`src/rtl/sl_sequencer.sv`:
```
// sl_sequencer
//   Multicycle shift-left sequencer. Performs a shift-left by 0..2^AMTW-1
//   positions by iterating one external combinational shift-left-by-1 unit
//   (sl1) once per cycle. Two requesters share the unit under round-robin
//   arbitration with a req/gnt/done handshake.
//
// Ports
//   clk, rst_n        : rising-edge clock, asynchronous active-low reset
//   req0, a0, amt0    : requester 0 request, operand, shift amount
//   req1, a1, amt1    : requester 1 request, operand, shift amount
//   gnt               : one-hot grant, combinational, only ever set in IDLE
//   busy              : high while a shift is in progress or completing
//   done              : one-cycle pulse, y/done_id valid while high
//   done_id           : requester whose result is on y
//   y                 : result register, held until the next done
//   sl_in / sl_out    : operand to / result from the external sl1 unit
module sl_sequencer #(
  parameter int WIDTH = 16,
  parameter int AMTW  = 4
) (
  input  logic             clk,
  input  logic             rst_n,
  input  logic             req0,
  input  logic [WIDTH-1:0] a0,
  input  logic [AMTW-1:0]  amt0,
  input  logic             req1,
  input  logic [WIDTH-1:0] a1,
  input  logic [AMTW-1:0]  amt1,
  output logic [1:0]       gnt,
  output logic             busy,
  output logic             done,
  output logic             done_id,
  output logic [WIDTH-1:0] y,
  output logic [WIDTH-1:0] sl_in,
  input  logic [WIDTH-1:0] sl_out
);

  typedef enum logic [1:0] {
    S_IDLE  = 2'd0,
    S_SHIFT = 2'd1,
    S_DONE  = 2'd2
  } state_e;

  state_e           state_q, state_d;
  logic [WIDTH-1:0] acc_q, acc_d;
  logic [AMTW-1:0]  cnt_q, cnt_d;
  logic             id_q, id_d;
  logic             rr_ptr_q, rr_ptr_d;
  logic [WIDTH-1:0] y_q, y_d;
  logic             done_id_q, done_id_d;

  logic             sel;
  logic [WIDTH-1:0] a_sel;
  logic [AMTW-1:0]  amt_sel;
  logic [1:0]       gnt_raw;

  // Arbitration: a lone requester wins outright, a tie goes to rr_ptr.
  // Depends only on req* and rr_ptr, never on operands.
  always_comb begin
    sel = rr_ptr_q;
    if (req0 && !req1) sel = 1'b0;
    else if (req1 && !req0) sel = 1'b1;
    a_sel   = sel ? a1   : a0;
    amt_sel = sel ? amt1 : amt0;
  end

  always_comb begin
    // NOTE: every variable gets its hold value first so no path through
    // the case leaves one unassigned, which would infer a latch.
    state_d   = state_q;
    acc_d     = acc_q;
    cnt_d     = cnt_q;
    id_d      = id_q;
    rr_ptr_d  = rr_ptr_q;
    y_d       = y_q;
    done_id_d = done_id_q;
    gnt_raw   = 2'b00;

    unique case (state_q)
      S_IDLE: begin
        if (req0 || req1) begin
          gnt_raw[sel] = 1'b1;
          acc_d        = a_sel;
          cnt_d        = amt_sel;
          id_d         = sel;
          rr_ptr_d     = ~sel;
          if (amt_sel != '0) begin
            state_d = S_SHIFT;
          end else begin
            // Zero amount: the operand itself is the result.
            state_d   = S_DONE;
            y_d       = a_sel;
            done_id_d = sel;
          end
        end
      end
      S_SHIFT: begin
        acc_d = sl_out;
        cnt_d = cnt_q - AMTW'(1);
        if (cnt_q == AMTW'(1)) begin
          state_d   = S_DONE;
          y_d       = sl_out;
          done_id_d = id_q;
        end
      end
      S_DONE: begin
        state_d = S_IDLE;
      end
      default: begin
        state_d = S_IDLE;
      end
    endcase
  end

  // NOTE: sequential state uses non-blocking assignments so every flop
  // samples the pre-edge values regardless of statement order.
  always_ff @(posedge clk or negedge rst_n) begin
    if (!rst_n) begin
      state_q   <= S_IDLE;
      acc_q     <= '0;
      cnt_q     <= '0;
      id_q      <= 1'b0;
      rr_ptr_q  <= 1'b0;
      y_q       <= '0;
      done_id_q <= 1'b0;
    end else begin
      state_q   <= state_d;
      acc_q     <= acc_d;
      cnt_q     <= cnt_d;
      id_q      <= id_d;
      rr_ptr_q  <= rr_ptr_d;
      y_q       <= y_d;
      done_id_q <= done_id_d;
    end
  end

  // The grant is suppressed while reset is asserted: a requester holding its
  // request through reset must not see a grant that the flops cannot honour.
  assign gnt     = gnt_raw & {2{rst_n}};
  assign busy    = (state_q != S_IDLE);
  assign done    = (state_q == S_DONE);
  assign done_id = done_id_q;
  assign y       = y_q;
  assign sl_in   = acc_q;

endmodule

```
`config.mk`:
```
export PLATFORM = sky130hd
export DESIGN_NAME = sl_sequencer
export DESIGN_NICKNAME = d
export VERILOG_FILES = /design/src/rtl/sl_sequencer.sv
export SDC_FILE = /design/constraint.sdc
export NUM_CORES = 1
export LEC_CHECK = 0
export CAP_MARGIN = 15
export CORE_ASPECT_RATIO = 1.5
export CORE_UTILIZATION = 30
export CTS_CLUSTER_DIAMETER = 50
export CTS_CLUSTER_SIZE = 40
export DETAILED_ROUTE_END_ITERATION = 7
export PLACE_DENSITY_LB_ADDON = 0.05
export SYNTH_ARGS = -nofsm -noshare
export SYNTH_HDL_FRONTEND = slang
export SYNTH_SLANG_ARGS = --single-unit
export TNS_END_PERCENT = 5
```
`constraint.sdc`:
```
create_clock -name clk -period 2.1 [get_ports clk]
set_input_delay 0.21 -clock clk [delete_from_list [all_inputs] [get_ports clk]]
set_output_delay 0.21 -clock clk [all_outputs]
set_load 0.1 [all_outputs]
```
### After elaboration in Yosys (flattened, before gate mapping)

Index checks and enable logic that the tools add are counted.

* add/sub/neg operators: 1
* order comparisons: 2
* equal/unequal tests: 6
* multiplexer cells: 24
* bitwise operators: 2
* reduce and logical (&&, ||, !) cells: 14

Operators by type and width (number)
* two-way mux 16 bit: 5
* one-hot mux 16 bit (2 select lines): 2
* two-way mux 2 bit: 5
* two-way mux 4 bit: 2
* one-hot mux 4 bit (2 select lines): 1
* two-way mux 1 bit: 6
* inequality test 2 bit (second input constant): 3
* AND reduction 2 bit: 3
* equality test 4 x 1 -> 1 bit (second input constant): 1
* one-hot mux 2 bit (2 select lines): 1
* AND reduction 4 bit: 1
* nonzero test 2 bit: 2
* nonzero test 4 bit: 1
* subtractor 4 x 1 -> 4 bit (second input constant): 1
* logical AND 1 bit: 3
* AND 2 bit: 1
* equality test 2 x 1 -> 1 bit (second input constant): 1
* equality test 2 bit (second input constant): 1
* zero test 1 bit: 2
* zero test 2 bit: 1
* less-than comparator 1 x 2 -> 1 bit (second input constant): 1
* one-hot mux 1 bit (2 select lines): 1
* demux 1 bit (select 1 bit): 1
* >= comparator 1 bit (second input constant): 1
* other kinds (2): 2

* register bits after elaboration: 41
* input port bits: 60
* output and inout port bits: 37
* logic and storage cells: 56

### Logic depth before layout (Yosys ltp)

* depth after elaboration: 11
* gate-level depth with buffers: 7

### Worst setup path after synthesis

No wires, ideal clock.

* kind: register -> output
* start: register state_q[0]
* end: output gnt[0]
* data arrival time: 3053 ps
* setup slack: -1163 ps
* stages on the path, launching flop included: 5
* buffers on the path: 1
* cell sequence: dfrtp_1 > clkbuf_1 > nor2_1 > nand2_1 > a211oi_1

* cells in the longest elaborated chain, start to end: 3

Ends and longest elaborated chain
* from (decl): line 44 `state_e state_q, state_d;`
* from (signal assigned): line 127 `state_q <= state_d;`
* zero test 2 bit: line 79 `unique case (state_q)`
* two-way mux 2 bit: line 79
* AND 2 bit: line 139 `assign gnt = gnt_raw & {2{rst_n}};`
* to (decl): line 29 `output logic [1:0] gnt,`

Every way passes these cells.

### Worst setup path after layout

* start: input req0
* end: register y_q[11] (netlist: y[11])

* cells in the longest elaborated chain, start to end: 8

Ends and longest elaborated chain
* from (decl): line 23 `input logic req0,`
* zero test 1 bit: line 62 `else if (req1 && !req0) sel = 1'b1;`
* logical AND 1 bit: line 62
* two-way mux 1 bit: line 62
* two-way mux 1 bit: line 61 `if (req0 && !req1) sel = 1'b0;`
* two-way mux 4 bit or two-way mux 16 bit (tied branches): line 64, 63
* nonzero test 4 bit or two-way mux 16 bit (tied branches): line 87 `if (amt_sel != '0) begin`
* inequality test 2 bit (no source line) or two-way mux 16 bit (tied branches)
* AND reduction 4 bit (no source line) or one-hot mux 16 bit (2 select lines) (tied branches)
* to (signal assigned): line 132 `y_q <= y_d;`
* to (decl): line 49 `logic [WIDTH-1:0] y_q, y_d;`

Several ways; a longest one is shown, not always the timed one. The select of a mux whose other input is x is not followed.
A chain may end at the register's enable or synchronous reset.

==> metrics.md <==
| Metric | Value |
|---|---|
| Outcome | finished clean |
| Max Cap Viol | 0 |
| Core ar. | 6850 µm² |
| Routed via count | 1789 |
| Share of layout cells above drive strength 1 | 0.342 |
| Synth Cell Area | 2140 µm² |
| R2R setup slack | 0.09 ns |
| Routed len/inst | 14.8 µm |
| Max-slew violations | 0 |
| Total Wirelength | 5620 µm |
| Post-DP HPWL | 4350 µm |
| Hold Fails Final Rpt | 0 |
| Synthesized flop and latch total | 41 |
| Number of I/O pins | 97 |
| Clk Latency, worst-skew pair | 0.28 ns |
| Rel. slew slack | 0.716 |
| Commonest non-fill, non-tap cell in the layout | clkdlybuf4s50_1 |
| Clk sinks | 41 |
| H-tree levels | 2 |
| # diodes | 0 |
| Post-route DRC | 0 |
| Total global-route track usage | 0.161 |
| Tightest Pin Transition | 0.426 ns |
| Final Util | 0.487 |
| Via density | 4.72 |
| CTS tree | done |
| Total setup buffers inserted after CTS | 0 |
| Pre-antenna DRT Iters | 6 |
| Die width | 70.9 µm |
| Largest net degree at the start of global routing | 35 |
| Routed Antenna Nets | 0 |
| Worst-path clk slew | 0.08 ns |
| Sequential share of the synthesized area | 0.480 |
| Final #Nets | 362 |
| Crit-path max FO | 18 |
| Hold WC Path Type | in2async |
| Synth warn | 0 |
| Area delta synth->final | 56.2% |
| CP Capture Type | flip-flop |
| # rows | 37 |
| Setup-failing EPs final | 0 |
| PortBufs | 96 |
| Skew final | 0.00557 ns |
| Die area | 7470 µm² |
| Initial Utilization | 0.312 |
| Die H | 105 µm |
| Worst endpoint data arrival time | 2.24 ns |
| WP data required | 2.28 ns |
| Syn Area/Cell | 11.3 µm² |
| Syn Inst Count | 189 |
| Final min period | 2.06 ns |
| Placement Setup Slack | -0.303 ns |
| GRT overflow | 0 |
| Critical Path Source Type | primary input |
| CP Class | in2reg |
| Filler cells | 674 |
| FF-to-FF End | y[11] |
| PnR worst setup slack | 0.0386 ns |
| CTS root buffer | clkbuf_8 |
| Cell variety after synth | 29 |
| Peak Freq | 0.485 GHz |
| Mapped Nets | 251 |
| Worst reg2reg path startpoint | rr_ptr_q |
| Routability congestion estimate from global placement | 0.745 |
| Worst Reg2Reg Path Length in Cells | 6 |
| Initial DRC Count | 57 |
| Total CTS buffers | 5 |
| RSZ-0062 raised after global routing | yes |
| Longest Clk Path Bufs | 2 |
| Most frequent cells in the layout | clkdlybuf4s50_1 (58), buf_4 (50), dfrtp_1 (41), mux2_2 (25), nand2_1 (24) |
| Initial antenna violation count | 0 |
| Period utilisation layout | 0.982 |
| First-pass GRT wire length | 9300 µm |
| Number of global-route vias before repair | 1914 |
==> how the worst max path moves through the flow <==
stage | from | endpoint | slack (ns)
global route | req0 | y[15] | -0.02
finish | req0 | y[11] | 0.04
CTS | req0 | y[14] | 0.03
floorplan | rr_ptr_q | gnt[1] | -0.19
global placement | req0 | y[12] | -0.27
detailed placement | req0 | y[11] | -0.30
==> cells in the mapped netlist <==
master / instances / area share
dfrtp_1: 41 / 0.48
mux2_2: 25 / 0.13
nand2_1: 24 / 0.042
o21ai_0: 21 / 0.049
mux2i_1: 20 / 0.094
mux2_4: 9 / 0.063
clkbuf_1: 7 / 0.012
nor2_1: 6 / 0.011
a21oi_1: 5 / 0.012
inv_1: 5 / 0.0088
nor3_1: 5 / 0.012
buf_2: 2 / 0.0047
ha_1: 2 / 0.012
nor2b_1: 2 / 0.0059
a211oi_1: 1 / 0.0035
a22o_1: 1 / 0.0041
a22oi_1: 1 / 0.0035
a31oi_1: 1 / 0.0029
and4_1: 1 / 0.0041
and4b_1: 1 / 0.0047
buf_6: 1 / 0.0053
inv_2: 1 / 0.0018
maj3_2: 1 / 0.0053
nand2b_1: 1 / 0.0029
nand3b_1: 1 / 0.0035
nor2_2: 1 / 0.0029
o211ai_4: 1 / 0.010
o221ai_1: 1 / 0.0041
o31ai_1: 1 / 0.0035
==> cells by family (layout without fill, tap and decap cells) <==
logic type / after synthesis / in the layout / synth area share
multiplexers: 54 / 54 / 0.289
buffers and inverters: 16 / 128 / 0.0328
AO/OA/AOI/OAI: 33 / 33 / 0.0926
adder cells (fa/ha/maj): 3 / 3 / 0.0170
AND/OR/NAND/NOR: 42 / 42 / 0.0885
flip-flops: 41 / 41 / 0.480
==> sequential cells by signal, indices dropped and copies added (netlist names) <==
register and cells:
done_id 1, state_q 2, id_q 1, y 16
rr_ptr_q 1, sl_in 16, cnt_q 4
==> worst max-delay path: stages <==
cell,delay (ns)
clkdlybuf4s50_1,0.49
inv_2,0.04
maj3_2,0.38
mux2i_1,0.17
and4_4,0.21
o211ai_4,0.17
buf_12,0.19
mux2_2,0.35
==> per-layer routing <==
layer / GRT usage / part of all wire / up-vias
met3: 0.0411 / 0.050 / 4
met1: 0.172 / 0.39 / 841
met5: 0 / 0 / -
met4: 0.0429 / 0.0084 / 0
li1: - / - / 887
met2: 0.307 / 0.55 / 57
==> area by class of cell <==
cell class              count  area [µm²]  share of cell area
clock inverters             2        10.0             0.00300
well taps                  78        97.6              0.0292
inverters                   6        22.5             0.00675
flip-flops and latches     41        1030               0.307
multi-input cells         132        1060               0.317
repair buffers            114        1050               0.315
clock buffers               6        72.6              0.0217
==> per-stage QoR <==
| stage | cells | setup TNS (ns) | instance area [µm²] | hold WS (ns) |
|---|---|---|---|---|
| finish | 379 | 0 | 3340 | 0.388 |
| global route | 379 | -0.130 | 3340 | 0.422 |
| CTS | 379 | 0 | 3340 | 0.390 |
| detailed placement | 370 | -4.78 | 3240 | 0.177 |
| global placement | 370 | -4.23 | 3240 | 0.171 |
| floorplan | 189 | -2.21 | 2150 | -0.0856 |
==> repair_timing <==
item                                   in CTS  in global routing
hold buffers                                1                  0
resized for setup                           1                  0
setup endpoints to repair                   4                 16
endpoints found under the hold margin      15                  0
Power is not shown: default switching activity piles up to over one toggle a cycle in this logic, so the estimate is an artifact.
